### config.mk
export PLATFORM = sky130hd
export DESIGN_NAME = second_phase_rom_arbiter
export DESIGN_NICKNAME = d
export VERILOG_FILES = /design/src/rtl/second_phase_pkg.sv /design/src/rtl/second_phase_rr_picker.sv /design/src/rtl/second_phase_rom_arbiter.sv
export SDC_FILE = /design/constraint.sdc
export NUM_CORES = 1
export LEC_CHECK = 0
export CORE_MARGIN = 5
export CORE_UTILIZATION = 48
export DETAILED_ROUTE_END_ITERATION = 10
export GPL_TIMING_DRIVEN = 0
export PLACE_DENSITY = 0.87
export RECOVER_POWER = 25
export SYNTH_ARGS = -nofsm -noshare
export SYNTH_HDL_FRONTEND = slang
export SYNTH_HIERARCHICAL = 1
export SYNTH_SLANG_ARGS = --single-unit
### constraint.sdc
create_clock -name clk_fpga -period 10.3 [get_ports clk_fpga]
set_clock_uncertainty 0.1 [all_clocks]
set_input_delay 2.06 -clock clk_fpga [delete_from_list [all_inputs] [get_ports clk_fpga]]
set_output_delay 2.06 -clock clk_fpga [all_outputs]
set_load 0.01 [all_outputs]
### src/rtl/second_phase_pkg.sv
// Shared definitions for the second-phase classifier ROM arbiter.
// Holds the default sizes, the stage one-hot type and the round-robin
// pointer increment helper that the arbiter and its picker use.
package second_phase_pkg;

    localparam int unsigned DEFAULT_NUM_STAGES    = 8;
    localparam int unsigned DEFAULT_INDEX_WIDTH   = 12;
    localparam int unsigned DEFAULT_DATA_WIDTH_12 = 12;
    localparam int unsigned DEFAULT_ROM_LATENCY   = 2;

    // One bit per requesting stage engine.
    typedef logic [DEFAULT_NUM_STAGES-1:0] stage_onehot_t;

    // Next round-robin position; wraps explicitly so non-power-of-2 counts work.
    function automatic int unsigned rr_next(input int unsigned idx, input int unsigned n);
        return (idx + 1 >= n) ? 0 : idx + 1;
    endfunction

endpackage

### src/rtl/second_phase_rr_picker.sv
// Combinational round-robin picker.
// Ports:
//   eligible     - per-stage candidates this cycle
//   ptr          - first index to consider; search wraps modulo NUM_STAGES
//   win_onehot_c - one-hot winner (all zero when nothing is eligible)
//   win_idx_c    - binary index of the winner
//   any_c        - at least one stage is eligible
module second_phase_rr_picker
    import second_phase_pkg::*;
#(
    parameter int unsigned NUM_STAGES = DEFAULT_NUM_STAGES,
    parameter int unsigned PTR_W      = (NUM_STAGES > 1) ? $clog2(NUM_STAGES) : 1
) (
    input  logic [NUM_STAGES-1:0] eligible,
    input  logic [PTR_W-1:0]      ptr,
    output logic [NUM_STAGES-1:0] win_onehot_c,
    output logic [PTR_W-1:0]      win_idx_c,
    output logic                  any_c
);

    // Scan from ptr upward, wrapping, and keep the first hit.
    always_comb begin : pick_comb
        int unsigned idx;
        idx          = 0;
        win_onehot_c = '0;
        win_idx_c    = '0;
        any_c        = 1'b0;
        for (int unsigned off = 0; off < NUM_STAGES; off++) begin
            idx = 32'(ptr) + off;
            if (idx >= NUM_STAGES) begin
                idx = idx - NUM_STAGES;
            end
            if (!any_c && eligible[PTR_W'(idx)]) begin
                any_c     = 1'b1;
                win_idx_c = PTR_W'(idx);
            end
        end
        if (any_c) begin
            win_onehot_c[win_idx_c] = 1'b1;
        end
    end

endmodule

### src/rtl/second_phase_rom_arbiter.sv
// Shares the classifier-database ROM between the second-phase stage engines.
// One requester is granted per cycle in round-robin order; the read is issued
// to the ROM and the returned word is routed back tagged by a one-hot valid.
// Ports:
//   clk_fpga, reset_fpga - clock, synchronous active-high reset
//   arb_enable           - 1 allows new grants, 0 only drains in-flight reads
//   req, req_index       - per-stage level request and packed ROM indices
//   gnt                  - one-hot grant pulse
//   rom_rd_en, rom_addr  - ROM read strobe and address
//   rom_data             - ROM word, valid ROM_LATENCY cycles after rom_rd_en
//   rsp_valid, rsp_data  - one-hot response pulse and response word
//   busy                 - grant, read or response still in flight
module second_phase_rom_arbiter
    import second_phase_pkg::*;
#(
    parameter int unsigned NUM_STAGES    = DEFAULT_NUM_STAGES,
    parameter int unsigned INDEX_WIDTH   = DEFAULT_INDEX_WIDTH,
    parameter int unsigned DATA_WIDTH_12 = DEFAULT_DATA_WIDTH_12,
    parameter int unsigned ROM_LATENCY   = DEFAULT_ROM_LATENCY
) (
    input  logic                          clk_fpga,
    input  logic                          reset_fpga,
    input  logic                          arb_enable,
    input  logic [NUM_STAGES-1:0]         req,
    input  logic [NUM_STAGES*INDEX_WIDTH-1:0] req_index,
    output logic [NUM_STAGES-1:0]         gnt,
    output logic                          rom_rd_en,
    output logic [INDEX_WIDTH-1:0]        rom_addr,
    input  logic [DATA_WIDTH_12-1:0]      rom_data,
    output logic [NUM_STAGES-1:0]         rsp_valid,
    output logic [DATA_WIDTH_12-1:0]      rsp_data,
    output logic                          busy
);

    localparam int unsigned PTR_W = (NUM_STAGES > 1) ? $clog2(NUM_STAGES) : 1;

    typedef struct packed {
        logic                  valid;
        logic [NUM_STAGES-1:0] id;
    } tag_t;

    logic [PTR_W-1:0]       ptr_q;
    logic [NUM_STAGES-1:0]  eligible_c;
    logic [NUM_STAGES-1:0]  win_onehot_c;
    logic [PTR_W-1:0]       win_idx_c;
    logic                   win_any_c;
    logic [INDEX_WIDTH-1:0] win_index_c;
    logic                   tag_any_c;
    tag_t                   tag_q [ROM_LATENCY];

    // A stage holding gnt now is masked so it cannot win two cycles in a row.
    assign eligible_c = arb_enable ? (req & ~gnt) : '0;

    second_phase_rr_picker #(
        .NUM_STAGES (NUM_STAGES),
        .PTR_W      (PTR_W)
    ) u_picker (
        .eligible     (eligible_c),
        .ptr          (ptr_q),
        .win_onehot_c (win_onehot_c),
        .win_idx_c    (win_idx_c),
        .any_c        (win_any_c)
    );

    // Index of the winning stage.
    always_comb begin
        win_index_c = '0;
        for (int unsigned i = 0; i < NUM_STAGES; i++) begin
            if (win_onehot_c[i]) begin
                win_index_c = req_index[i*INDEX_WIDTH +: INDEX_WIDTH];
            end
        end
    end

    // Any read still travelling through the ROM.
    always_comb begin
        tag_any_c = 1'b0;
        for (int unsigned i = 0; i < ROM_LATENCY; i++) begin
            tag_any_c = tag_any_c | tag_q[i].valid;
        end
    end

    // Grant/issue registers, tag pipeline aligned to rom_data, response capture.
    always_ff @(posedge clk_fpga) begin
        if (reset_fpga) begin
            gnt       <= '0;
            rom_rd_en <= 1'b0;
            rom_addr  <= '0;
            rsp_valid <= '0;
            rsp_data  <= '0;
            busy      <= 1'b0;
            ptr_q     <= '0;
            for (int unsigned i = 0; i < ROM_LATENCY; i++) begin
                tag_q[i] <= '0;
            end
        end else begin
            gnt       <= win_onehot_c;
            rom_rd_en <= win_any_c;
            if (win_any_c) begin
                rom_addr <= win_index_c;
                ptr_q    <= PTR_W'(rr_next(32'(win_idx_c), NUM_STAGES));
            end

            tag_q[0] <= '{valid: rom_rd_en, id: gnt};
            for (int unsigned i = 1; i < ROM_LATENCY; i++) begin
                tag_q[i] <= tag_q[i-1];
            end

            // Last tag stage lines up with the cycle rom_data is valid.
            rsp_valid <= tag_q[ROM_LATENCY-1].valid ? tag_q[ROM_LATENCY-1].id : '0;
            if (tag_q[ROM_LATENCY-1].valid) begin
                rsp_data <= rom_data;
            end

            // Next-cycle view of rom_rd_en | tags | rsp_valid.
            busy <= win_any_c | rom_rd_en | tag_any_c;
        end
    end

endmodule
==> results of run 1 <==
synthesized netlist by cell type, types with 2 or more instances:
master	count	area (sq um)
buf_6	8	90.1
and3_1	2	12.5
nand3b_1	12	90.1
a211oi_1	15	113
nand3_1	5	25.0
o211ai_1	2	15.0
xor2_1	2	17.5
xnor2_1	2	17.5
o21ai_0	3	15.0
mux2_2	5	56.3
a221o_1	12	120
nor2_1	46	173
nand2b_1	6	37.5
ha_1	3	37.5
inv_1	52	195
buf_2	11	55.1
and2_1	10	62.6
a2bb2oi_1	2	17.5
a31oi_1	13	81.3
buf_4	3	22.5
clkbuf_1	14	52.6
dfxtp_1	63	1260
mux2i_1	18	180
a221oi_1	35	307
nand2_1	23	86.3
and3b_1	8	70.1
nor2b_1	34	213
mux4_2	13	293
a21oi_1	16	80.1
a211o_1	2	17.5
nor4_1	2	12.5
logic make-up (layout without fill, tap and decap cells):
logic type | count (synthesis) | after routing | share of synthesized area [%]
flip-flops | 63 | 63 | 30.9
AO/OA/AOI/OAI | 115 | 115 | 22.6
buffers and inverters | 89 | 265 | 10.3
multiplexers | 39 | 39 | 14.5
XOR/XNOR | 4 | 4 | 0.858
adder cells (fa/ha/maj) | 3 | 3 | 0.919
AND/OR/NAND/NOR | 152 | 152 | 20.0
sequential cells by signal (all words and copies together), names as in the netlist:
| register | cells |
|---|---|
| tag_q | 18 |
| rom_addr | 12 |
| rsp_data | 12 |
| gnt | 8 |
| rsp_valid | 8 |
| ptr_q | 3 |
| busy | 1 |
| rom_rd_en | 1 |
cell type report:
cell class                 count  area (sq um)
multi-input combinational    313          2400
fill                         634          2260
timing repair buffer         160          1600
sequential                    63          1260
buffer                        36           220
inverter                      53           199
clock buffer                  10           138
tap                          105           131
clock inverter                 6          45.0
routing by layer:
| layer | share of wire, % | vias up |
|---|---|---|
| li1 | - | 2032 |
| met1 | 38 | 1992 |
| met2 | 48 | 287 |
| met3 | 11 | 35 |
| met4 | 2.9 | 0 |
| met5 | 0 | - |
worst max-delay path by stage:
stage                     from                  endpoint  slack (ns)  cells past startpoint
global route        arb_enable  rom_addr[2]$_SDFFE_PP0P_        3.98                     13
floorplan           arb_enable  rom_addr[9]$_SDFFE_PP0P_        5.10                     13
detailed placement  arb_enable  rom_addr[2]$_SDFFE_PP0P_        3.87                     13
CTS                 arb_enable  rom_addr[2]$_SDFFE_PP0P_        4.21                     13
global placement    arb_enable  rom_addr[2]$_SDFFE_PP0P_        4.04                     13
finish              arb_enable  rom_addr[2]$_SDFFE_PP0P_        4.16                     13
power groups by stage:
stage	clock (mW)	sequential (mW)	combinational, mW
floorplan	0	0.336	1.23
global placement	0	0.329	1.63
detailed placement	0	0.331	1.67
CTS	0.200	0.326	1.67
global route	0.214	0.332	1.83
finish	0.200	0.326	1.70
worst reg2reg max path: cells and delay by family, from the launching register on:
family / cells / cell delay (ns)
flip-flops: 1 / 0.37
adder cells (fa/ha/maj): 1 / 0.37
AO/OA/AOI/OAI: 5 / 1.33
multiplexers: 2 / 0.76
AND/OR/NAND/NOR: 2 / 0.56
buffers and inverters: 5 / 1.18
stage by stage:
stage	power, mW	hold WS [ns]	instance area (sq um)	util, %
floorplan	1.57	0.306	4080	-
global placement	1.96	0.309	5820	70.4
detailed placement	2.00	0.314	5820	70.4
CTS	2.20	0.329	6000	72.7
global route	2.37	0.355	6000	72.7
finish	2.23	0.323	6000	72.7
==> reports/qor.txt, run 1 <==
clk_lat worst skew = 0.34 ns
slowest stage delay, CP = 0.58 ns
Setup CP Type = in -> reg
R2R Path End = rom_addr[2]$_SDFFE_PP0P_
Root Buffer = clkbuf_8
status = finished clean
busiest layer in global routing = met2
HP Class = reg -> reg
Max Slew Vio Count = 0
VDD IR max = 0.242 mV
layout cells sized above 1 = 10.1%
vias in the first global route = 4,371
routability-driven placement congestion ratio = 0.932
power per cell area = 372 nW/um^2
setup TNS = 0 ns
post-CTS sizing = 0
gr usage total = 26.0%
final worst slack = 4.16 ns
Logic pwr share = 76.4%
grt ovf = 0
largest net degree at the start of global routing = 13
CTS Buf Count = 9
Reg clk slew, reported paths = 0.08 ns
Mapped Nets = 587
fin cells = 746
Pleak = 2.39 nW
total routed wirelength = 14,000 um
Async S/R FF share, synth = 0%
Die ar. = 10,500 sq um
DR iter-0 viols = 252
final worst-path cycle share = 59.6%
clock share of power = 9.0%
Syn-to-layout area delta = 46.9%
Worst-Margin Slew = 0.653 ns
worst path bufs/invs = 3
register area share after synthesis = 30.9%
Syn Area/Cell = 8.78 sq um
Worst path slowest cell = mux4_2
cell depth of the worst hold path = 1
fin nets = 758
antenna-violating nets left = 0
Sw Ratio = 47.1%
Worst Path Required = 10.45 ns
CTS H-tree lvls = 3
FF-to-FF Start = ptr_q[0]$_SDFFE_PP0P_
Final Hold Vio Count = 0
TritonCTS Sinks = 63
Min-Delay Endpoint = rsp_valid[3]$_SDFF_PP0_
met2 usage = 43.2%
CP delay by family, top = buffers and inverters
met3 GRT Util = 8.33%
Cells after DPL = 730
via count = 4,346
Synth Register Bits = 63
Post-Syn Area = 4080 sq um
Post-CTS Setup Bufs = 0
Reg2Reg Setup Slack = 5.55 ns
GR Util met1 = 31.1%
fmax = 0.163 GHz
initial core utilization = 49.5%
Core Area = 8260 sq um
first-pass GRT wire length = 21,100 um
reg2reg path depth = 15
Net Sw Power = 1.05 mW
port buffer count = 160
drt drc = 0
pre-CTS WS = 3.87 ns
Vias/cell = 5.83
Die Width = 102 um
ys flop type = dfxtp_1
most frequent cells in the layout = 159 x clkdlybuf4s50_1, 63 x dfxtp_1, 52 x inv_1, 46 x nor2_1, 35 x a221oi_1
RSZ-0062 raised after global routing = false
Setup crit end kind = register
Arrival @ worst endpoint = 6.29 ns
Detail Placement HPWL = 10,800 um
crit path time final = 6.14 ns
Rows = 33
Ys Warns = 6
Yosys cell types = 54
cells along the critical path = clkdlybuf4s50_1 -> and3b_1 -> mux4_2 -> mux2i_1 -> nor2_1 -> a222oi_1 -> o211ai_2 -> or3b_1 -> nor2b_1 -> buf_2 -> clkbuf_1 -> a221oi_1 -> a211oi_1
hold path startpoint = tag_q[0][12]$_SDFF_PP0_
CTS tree = yes
Pre-antenna DRT Iters = 4
DR WL/cell = 18.8 um
Antenna Diode Count = 0
commonest non-fill, non-tap cell in the layout = clkdlybuf4s50_1
max-cap viol count = 0
Sequential Power Share = 14.6%
Ports = 161
EDFF count, synth = 0
Cells after Synth = 465
Rel. slew slack = 56.2%
Final setup viols = 0
nature of the critical path startpoint = primary input
initial antenna violation count = 0
Die Ht = 102 um
clk buf depth = 2
CTS Hold Bufs = 0
CP Max Fanout = 10
Int Pwr = 1.18 mW
(Power assumes the default switching activity.)
==> run 2, diff against run 1 <==
--- a/config.mk
+++ b/config.mk
@@ -6,10 +6,10 @@
 export NUM_CORES = 1
 export LEC_CHECK = 0
 export CORE_MARGIN = 5
-export CORE_UTILIZATION = 48
+export CORE_UTILIZATION = 44
 export DETAILED_ROUTE_END_ITERATION = 10
 export GPL_TIMING_DRIVEN = 0
-export PLACE_DENSITY = 0.87
+export PLACE_DENSITY = 0.81
 export RECOVER_POWER = 25
 export SYNTH_ARGS = -nofsm -noshare
 export SYNTH_HDL_FRONTEND = slang
==> constraint.sdc (replaced) <==
create_clock -name clk_fpga -period 6.2 [get_ports clk_fpga]
set_clock_uncertainty 0.1 [all_clocks]
set_input_delay 1.24 -clock clk_fpga [delete_from_list [all_inputs] [get_ports clk_fpga]]
set_output_delay 1.24 -clock clk_fpga [all_outputs]
set_load 0.01 [all_outputs]
==> reports/qor.txt, run 2 (synthesis gave the netlist of run 1 again) <==
CTS Buf Count = 9 (unchanged)
slowest stage delay, CP = 0.54 ns (-0.04 ns)
DR WL/cell = 18.6 um (-1.0%)
Post-CTS Setup Bufs = 0 (unchanged)
setup TNS = 0 ns (unchanged)
TritonCTS Sinks = 63 (unchanged)
commonest non-fill, non-tap cell in the layout = clkdlybuf4s50_1
Syn-to-layout area delta = 48.2%
initial core utilization = 44.6% (-4.8 points)
via count = 4,351 (+0.12%)
VDD IR max = 0.383 mV (+58%)
crit path time final = 5.19 ns
fillers = 744 (+17%)
Antenna Diode Count = 0 (unchanged)
CTS Hold Bufs = 0 (unchanged)
Rel. slew slack = 59.9% (+3.7 points)
Setup crit end kind = register
initial antenna violation count = 0 (unchanged)
status = finished clean
largest reg by FF count = tag_q
nature of the critical path startpoint = primary input
Multi-input gate area = 2400 sq um (unchanged)
cells along the critical path = clkdlybuf4s50_1 -> and3b_1 -> mux4_1 -> mux2_2 -> o2bb2ai_2 -> nand2_1 -> a211o_1 -> a21oi_4 -> nor2b_1 -> buf_2 -> clkbuf_1 -> a221oi_1 -> a211oi_1
antenna-violating nets left = 0 (unchanged)
Pre-antenna DRT Iters = 5 (+1)
final worst-path cycle share = 83.7%
sequential cell area = 1260 sq um (unchanged)
Sequential Power Share = 14.4% (-0.2 points)
most frequent cells in the layout = 159 x clkdlybuf4s50_1, 63 x dfxtp_1, 52 x inv_1, 46 x nor2_1, 35 x a221oi_1
Sw Ratio = 45.8% (-1.3 points)
fmax = 0.193 GHz
vias in the first global route = 4,532 (+3.7%)
port buffer count = 160 (unchanged)
Detail Placement HPWL = 10,900 um (+0.79%)
Reg clk slew, reported paths = 0.08 ns (about the same)
clock share of power = 10.9% (+1.9 points)
clk_lat worst skew = 0.34 ns (about the same)
post-CTS sizing = 0 (unchanged)
gr usage total = 24.7% (-1.3 points)
power per cell area = 619 nW/um^2 (+67%)
fin nets = 758 (unchanged)
layout cells sized above 1 = 10.1% (unchanged)
CTS tree = yes
max-cap viol count = 0 (unchanged)
flip-flop count of the largest register after layout = 18 (unchanged)
Largest regs = tag_q (18), rom_addr (12), rsp_data (12)
total routed wirelength = 14,000 um (-0.21%)
metal1 wirelength = 5240 um (-2.5%)
first-pass GRT wire length = 21,900 um (+3.8%)
DR iter-0 viols = 248 (-1.6%)
Worst Path Required = 6.35 ns (-4.10 ns)
Arrival @ worst endpoint = 5.33 ns (-0.96 ns)
RSZ-0062 raised after global routing = false
Final setup viols = 0 (unchanged)
Setup CP Type = in -> reg
clk buf depth = 2 (unchanged)
Final Hold Vio Count = 0 (unchanged)
Net Sw Power = 1.72 mW (+63%)
max layer used = met4
drt drc = 0 (unchanged)
CP Max Fanout = 10 (unchanged)
Vias/cell = 5.79 (-0.68%)
Max Slew Vio Count = 0 (unchanged)
Int Pwr = 2.03 mW (+72%)
Die ar. = 11,300 sq um (+8.2%)
Root Buffer = clkbuf_8
routed wl met2 = 6730 um (+0.37%)
HP Class = reg -> reg
Logic pwr share = 74.6% (-1.8 points)
met3 WL post-DR = 1420 um (-7.4%)
grt ovf = 0 (unchanged)
Rows = 35 (+6.1%)
Ports = 161 (unchanged)
Worst path slowest cell = mux4_1
Final Util = 66.1% (-6.5 points)
largest net degree at the start of global routing = 14 (+1)
routability-driven placement congestion ratio = 0.957 (+2.6%)
Core Area = 9150 sq um (+11%)
Pleak = 2.41 nW (+0.68%)
Die Width = 106 um (+4.0%)
CTS H-tree lvls = 3 (unchanged)
Worst-Margin Slew = 0.585 ns (-0.0679 ns)
Die Ht = 106 um (+4.0%)
run 2: critical path: cells and delay by family:
family	cells	cell delay (ns)
AND/OR/NAND/NOR	3	0.67
buffers and inverters	3	1.16
AO/OA/AOI/OAI	5	1.41
multiplexers	2	0.85
run 2: path summary, 6_finish.rpt:
kind / cells after the start / slack (ns) / endpoint / startpoint
worst min register to register: 1 / 0.33 / rsp_valid[4]$_SDFF_PP0_ / tag_q[0][13]$_SDFF_PP0_
worst max-delay path: 13 / 1.01 / rom_addr[4]$_SDFFE_PP0P_ / arb_enable
worst max register to register: 15 / 1.52 / rom_addr[4]$_SDFFE_PP0P_ / ptr_q[0]$_SDFFE_PP0P_
worst min-delay path: 1 / 0.33 / rsp_valid[4]$_SDFF_PP0_ / tag_q[0][13]$_SDFF_PP0_
run 2: final cells by class:
| class | instances | share of cell area [%] |
|---|---|---|
| Inverter | 53 | 3.29 |
| Buffer | 36 | 3.64 |
| Multi-Input combinational cell | 313 | 39.7 |
| Sequential cell | 63 | 20.8 |
| Clock buffer | 9 | 2.05 |
| Tap cell | 111 | 2.29 |
| Clock inverter | 7 | 1.72 |
| Timing Repair Buffer | 160 | 26.5 |
run 2: routing by layer:
layer	vias up	global-route usage, %
met5	-	0
met4	0	13.5
met3	56	8.38
met1	2000	27.9
met2	264	40.7
li1	2031	-
run 2: metrics by stage:
stage               cells  power [mW]  setup slack, ns  hold WS [ns]  area [sq um]
global placement      736        3.24            0.803         0.310          5820
CTS                   752        3.71             1.11         0.330          6050
finish                752        3.75             1.01         0.330          6050
detailed placement    736        3.29            0.750         0.318          5820
global route          752        4.01            0.777         0.348          6050
floorplan             465        2.60             1.82         0.306          4080
run 2: power groups by stage:
stage	Combinational, mW	Sequential, mW	Clock (mW)
after CTS	2.75	0.542	0.416
after detailed placement	2.74	0.551	0
after global placement	2.69	0.549	0
after floorplan	2.04	0.559	0
after global routing	3.02	0.550	0.441
final	2.80	0.541	0.409
==> RTL edit 1, RTL diff (settings of run 2) <==
Reset style: asynchronous (`reset_fpga`), changed in one clocked block. Comments in the files are not updated.
--- a/src/rtl/second_phase_rom_arbiter.sv
+++ b/src/rtl/second_phase_rom_arbiter.sv
@@ -81,7 +81,7 @@
     end
 
     // Grant/issue registers, tag pipeline aligned to rom_data, response capture.
-    always_ff @(posedge clk_fpga) begin
+    always_ff @(posedge clk_fpga or posedge reset_fpga) begin
         if (reset_fpga) begin
             gnt       <= '0;
             rom_rd_en <= 1'b0;
Function: differs if reset_fpga is asserted again (counterexample within 4 cycles, from zero or initial values and one cycle with reset_fpga high); with reset_fpga held inactive, the same outputs for 10 cycles.
==> RTL edit 1 against run 2 <==
  * Design area is 2.5% lower
  * Synthesized area is 4.1% lower
  * Sequential cell count stayed put
  * Count of clock-buffer cells in the layout stayed put
  * Maximum frequency is 4.9% lower
  * Worst hold slack worse by 0.086 ns
  * Synthesized cell count is 18% lower
  * Total power is 22% higher
  * Worst setup slack worse by 0.27 ns
  * Wire length is 5.3% lower
  * First-iteration DRC count is 17% lower
==> RTL edit 1: results (changes against run 2) <==
metric	value	unit	change
min_path_cells	0		-1
grt_pass1_wl	21.46	mm	-1.8%
grt_max_degree	45		+31
grt_use_total	24.44	%	-0.21 points
fillCellCount	673		-9.5%
r2r-start	ptr_q[0]		
synth_compound_area_share	23.67	%	+1.1 points
grt_pass1_vias	4231		-6.6%
dr_wl_met2	6.412	mm	-4.7%
yosys-top-cells-count	dfrtp_1 (63), nand2_1 (33), a21oi_1 (26)		
wl_per_cell	19.89	um	+7.0%
synth.area.mux_share	15.81	%	+1.3 points
peakVddDrop	518.7	uV	+36%
gp_congestion	0.8822		-7.8%
ys_async_sr_fraction	100.0	%	+100 points
synth.top_cells.by_area	dfrtp_1 (40%), mux4_2 (7.5%), mux2_2 (5.2%)		
holdCritStartpoint	tag_q[14]		
synthAdderAreaFrac	0.9582	%	+0.039 points
r2r_cells	16		+1
worstPathMaxFanout	11		+1
max_stage_delay	0.64	ns	+0.10 ns
slowest_stage	nor2b_1		
met3_length	1.411	mm	-0.56%
grt_util_met3	8.007	%	-0.37 points
synth_xor_area_share	0.6707	%	-0.19 points
status	completed		
yosysUniqueCellTypes	61		+13%
drt_iter0_drc	207		-17%
synth_seq_area_share	40.24	%	+9.4 points
RTL edit 1: cell types whose count changed in the layout (fill, tap and decap cells not counted), sizes merged, moves of 11 or more:
cell,before,now
dfxtp,63,0
o21ai,4,16
mux2i,19,7
inv,56,27
mux2,6,19
a221oi,35,24
a31oi,13,1
dfrtp,0,63
a211oi,15,1
nor2b,34,9
nor2,46,20
o22ai,0,20
nand3b,12,0
RTL edit 1: where the power goes:
| part | total (mW) | internal [mW] | switching [mW] |
|---|---|---|---|
| clock network | 0.404 | 0.232 | 0.172 |
| logic | 3.52 | 1.60 | 1.92 |
| registers | 0.639 | 0.574 | 0.0644 |
RTL edit 1: area by class of cell:
| type | count | area share (%) |
|---|---|---|
| repair buffers | 161 | 27.47 |
| inverters | 25 | 1.590 |
| flip-flops and latches | 63 | 26.71 |
| well taps | 108 | 2.289 |
| multi-input cells | 269 | 35.78 |
| clock buffers | 9 | 2.098 |
| plain buffers | 24 | 2.289 |
| clock inverters | 7 | 1.780 |
RTL edit 1: worst max-delay path, delay by kind of cell:
kind / cells / cell delay [ns]
and+or+nand+nor: 3 / 1.13
muxes: 2 / 0.88
buffers and inverters: 2 / 1.01
AOI/OAI and AO/OA: 5 / 1.32
RTL edit 1: metrics by stage:
stage                     utilization (%)  cells  worst slack (ns)
final                               68.02    666            0.7430
after CTS                           68.02    666            0.7764
after global placement              65.15    649            0.6371
after global routing                68.02    666            0.4111
after floorplan                         -    381             1.679
after detailed placement            65.38    650            0.4335
RTL edit 1: worst max-delay path by stage:
stage | endpoint | slack, ns | cells after the start
floorplan | rom_addr[9] | 1.68 | 13
global placement | rom_addr[9] | 0.64 | 12
detailed placement | rom_addr[9] | 0.43 | 12
CTS | rom_addr[9] | 0.78 | 12
global route | rom_addr[1] | 0.41 | 14
finish | rom_addr[9] | 0.74 | 12
==> RTL edit 2, RTL diff (settings of run 2) <==
Without the edit above. Change the package constant `DEFAULT_ROM_LATENCY` from 2 to 4.
--- a/src/rtl/second_phase_pkg.sv
+++ b/src/rtl/second_phase_pkg.sv
@@ -6,7 +6,7 @@
     localparam int unsigned DEFAULT_NUM_STAGES    = 8;
     localparam int unsigned DEFAULT_INDEX_WIDTH   = 12;
     localparam int unsigned DEFAULT_DATA_WIDTH_12 = 12;
-    localparam int unsigned DEFAULT_ROM_LATENCY   = 2;
+    localparam int unsigned DEFAULT_ROM_LATENCY   = 4;
 
     // One bit per requesting stage engine.
     typedef logic [DEFAULT_NUM_STAGES-1:0] stage_onehot_t;
Function: changed (a bounded check fails within 10 cycles, from zero or initial values and one cycle with reset_fpga high).
==> RTL edit 2 against run 2 <==
  * Core utilization is 1.9 points lower
  * Total power is 4.3% higher
  * Sequential cell count is 18 higher
  * Synthesized area is 12% higher
  * Design area is 8.5% higher
  * Worst setup slack worse by 0.16 ns
  * First-iteration DRC count is 4.8% lower
  * Synthesized cell count is 8.4% higher
  * Wire length is 2.4% higher
  * Via count is 3.0% higher
  * Critical endpoint is now rom_addr[9]
  * Largest power group unchanged
==> RTL edit 2: results (changes against run 2) <==
metric	value	unit	change
status	completed		
synth_seq_area_share	35.51	%	+4.6 points
antennaDiodeCount	0		unchanged
syn_inst	504		+8.4%
yosys-top-cells-count	dfxtp_1 (81), nor2b_1 (52), inv_1 (47)		
grt_max_degree	17		+3
clk_latency	0.34	ns	about the same
synth.top_cells.by_area	dfxtp_1 (36%), nor2b_1 (7.1%), a221oi_1 (6.7%)		
drt_iter0_drc	236		-4.8%
r2r-start	ptr_q[0]		
wl_per_cell	17.54	um	-5.7%
cts_made_buffers	9		unchanged
grt_pass1_wl	22.79	mm	+4.3%
hp-class	reg2reg		
drtPass1Iterations	5		unchanged
ys_warn_count	6		unchanged
vias_per_cell	5.493		-5.1%
hpwlAfterDp	11.54	mm	+5.6%
gp_congestion	0.9251		-3.3%
ctsRootBufferMaster	clkbuf_8		
syn_nets	626		+6.6%
finalNetCount	797		+5.1%
largestRegisters	tag_q (36), rom_addr (12), rsp_data (12)		
crit_family	simple AND/OR/NAND/NOR gates		
grt_pass1_vias	4758		+5.0%
yosysUniqueCellTypes	56		+3.7%
ys_async_sr_fraction	0	%	unchanged
vias	4482		+3.0%
dp.cells	800		+8.7%
p_leak	2.571	nW	+6.8%
drive_gt1_share	9.559	%	-0.58 points
peakVddDrop	460.8	uV	+20%
cts_resized	0		unchanged
cts_setup_buffers	0		unchanged
crit_start	arb_enable		
r2r_cells	16		+1
port_buffers	160		unchanged
clk_path_buf_depth	2		unchanged
synth-edff-count	0		unchanged
antenna_found_initial	0		unchanged
grt_use_total	22.29	%	-2.4 points
cts-htree-levels	3		unchanged
max_stage_delay	0.55	ns	
rrSetupSlack	1.39	ns	-0.13 ns
timing.rr.end	rom_addr[9]		
path_clk_slew	0.09	ns	
worst_slew_pin_slew	0.7107	ns	+0.1259 ns
worstPathArrival	5.46	ns	+0.13 ns
slowest_stage	mux4_2		
==> RTL edit 2: changes by cell type in the layout (fill, tap and decap cells not counted), sizes merged <==
cell           run 2  this run
dfxtp             63        81
buf               22        23
a21oi             17        18
nor2b             34        52
clkbuf            23        24
inv               56        52
clkinv             2         6
==> RTL edit 2: area by class of cell <==
type,instances,area (um2)
Buffer,38,225.2
Clock inverter,7,106.4
Clock buffer,9,123.9
Tap cell,136,170.2
Timing Repair Buffer,160,1602
Fill cell,853,3662
Multi-Input combinational cell,332,2521
Sequential cell,81,1622
Inverter,53,198.9
==> RTL edit 2: worst min path at each step <==
stage | from | endpoint | slack (ns) | cells after the start
after global placement | tag_q[3][2] | rsp_valid[2] | 0.31 | 1
after detailed placement | tag_q[3][0] | rsp_valid[0] | 0.31 | 1
after floorplan | tag_q[3][0] | rsp_valid[0] | 0.31 | 1
final | tag_q[0][3] | tag_q[1][3] | 0.33 | 1
after CTS | tag_q[1][0] | tag_q[2][0] | 0.33 | 1
after global routing | tag_q[0][1] | tag_q[1][1] | 0.35 | 1
==> RTL edit 2: metal layers <==
layer	share of wire (%)	global-route usage, %	wire length (um)	vias to the layer above
li1	-	-	-	2155
met1	38	25.28	5507	2057
met2	51	40.45	7283	232
met3	8.3	5.000	1186	38
met4	2.3	8.678	335	0
met5	0	0	0	-
==> RTL edit 2: report_power, final <==
| part | internal, mW | total [mW] | switching, mW |
|---|---|---|---|
| Sequential | 0.608 | 0.657 | 0.0487 |
| Combinational | 1.30 | 2.81 | 1.51 |
| Clock | 0.235 | 0.439 | 0.204 |
==> RTL edit 2: logic make-up (layout without fill, tap and decap cells) <==
family                     Yosys count  count (layout)  synth area share (%)
and+or+nand+nor                    170             170                 20.33
muxes                               39              39                 12.99
AOI/OAI and AO/OA                  116             116                 20.30
xor gates and xnor gates             4               4                0.7673
DFF                                 81              81                 35.51
adders and majority gates            3               3                0.8220
buffers and inverters               91             267                 9.288
==> RTL edit 2: metrics by stage <==
stage	instance area (um2)	setup slack, ns
6_report	6569	0.8510
5_1_grt	6569	0.5220
4_1_cts	6569	0.9461
3_5_place_dp	6339	0.5592
3_3_place_gp	6339	0.5641
2_1_floorplan	4567	1.823
==> RTL edit 2: worst register-to-register path, stage by stage (launching register included) <==
cell and delay, ns:
dfxtp_1 0.39, buf_6 0.19, inv_2 0.13, ha_1 0.35, buf_6 0.17, mux4_2 0.54, mux2_2 0.30, o2bb2ai_2 0.28
nand3_1 0.12, a31oi_1 0.54, nand2b_1 0.16, nor2_1 0.40, nor2b_1 0.19, buf_4 0.22, a221o_1 0.33, a21oi_1 0.17
a211oi_1 0.09
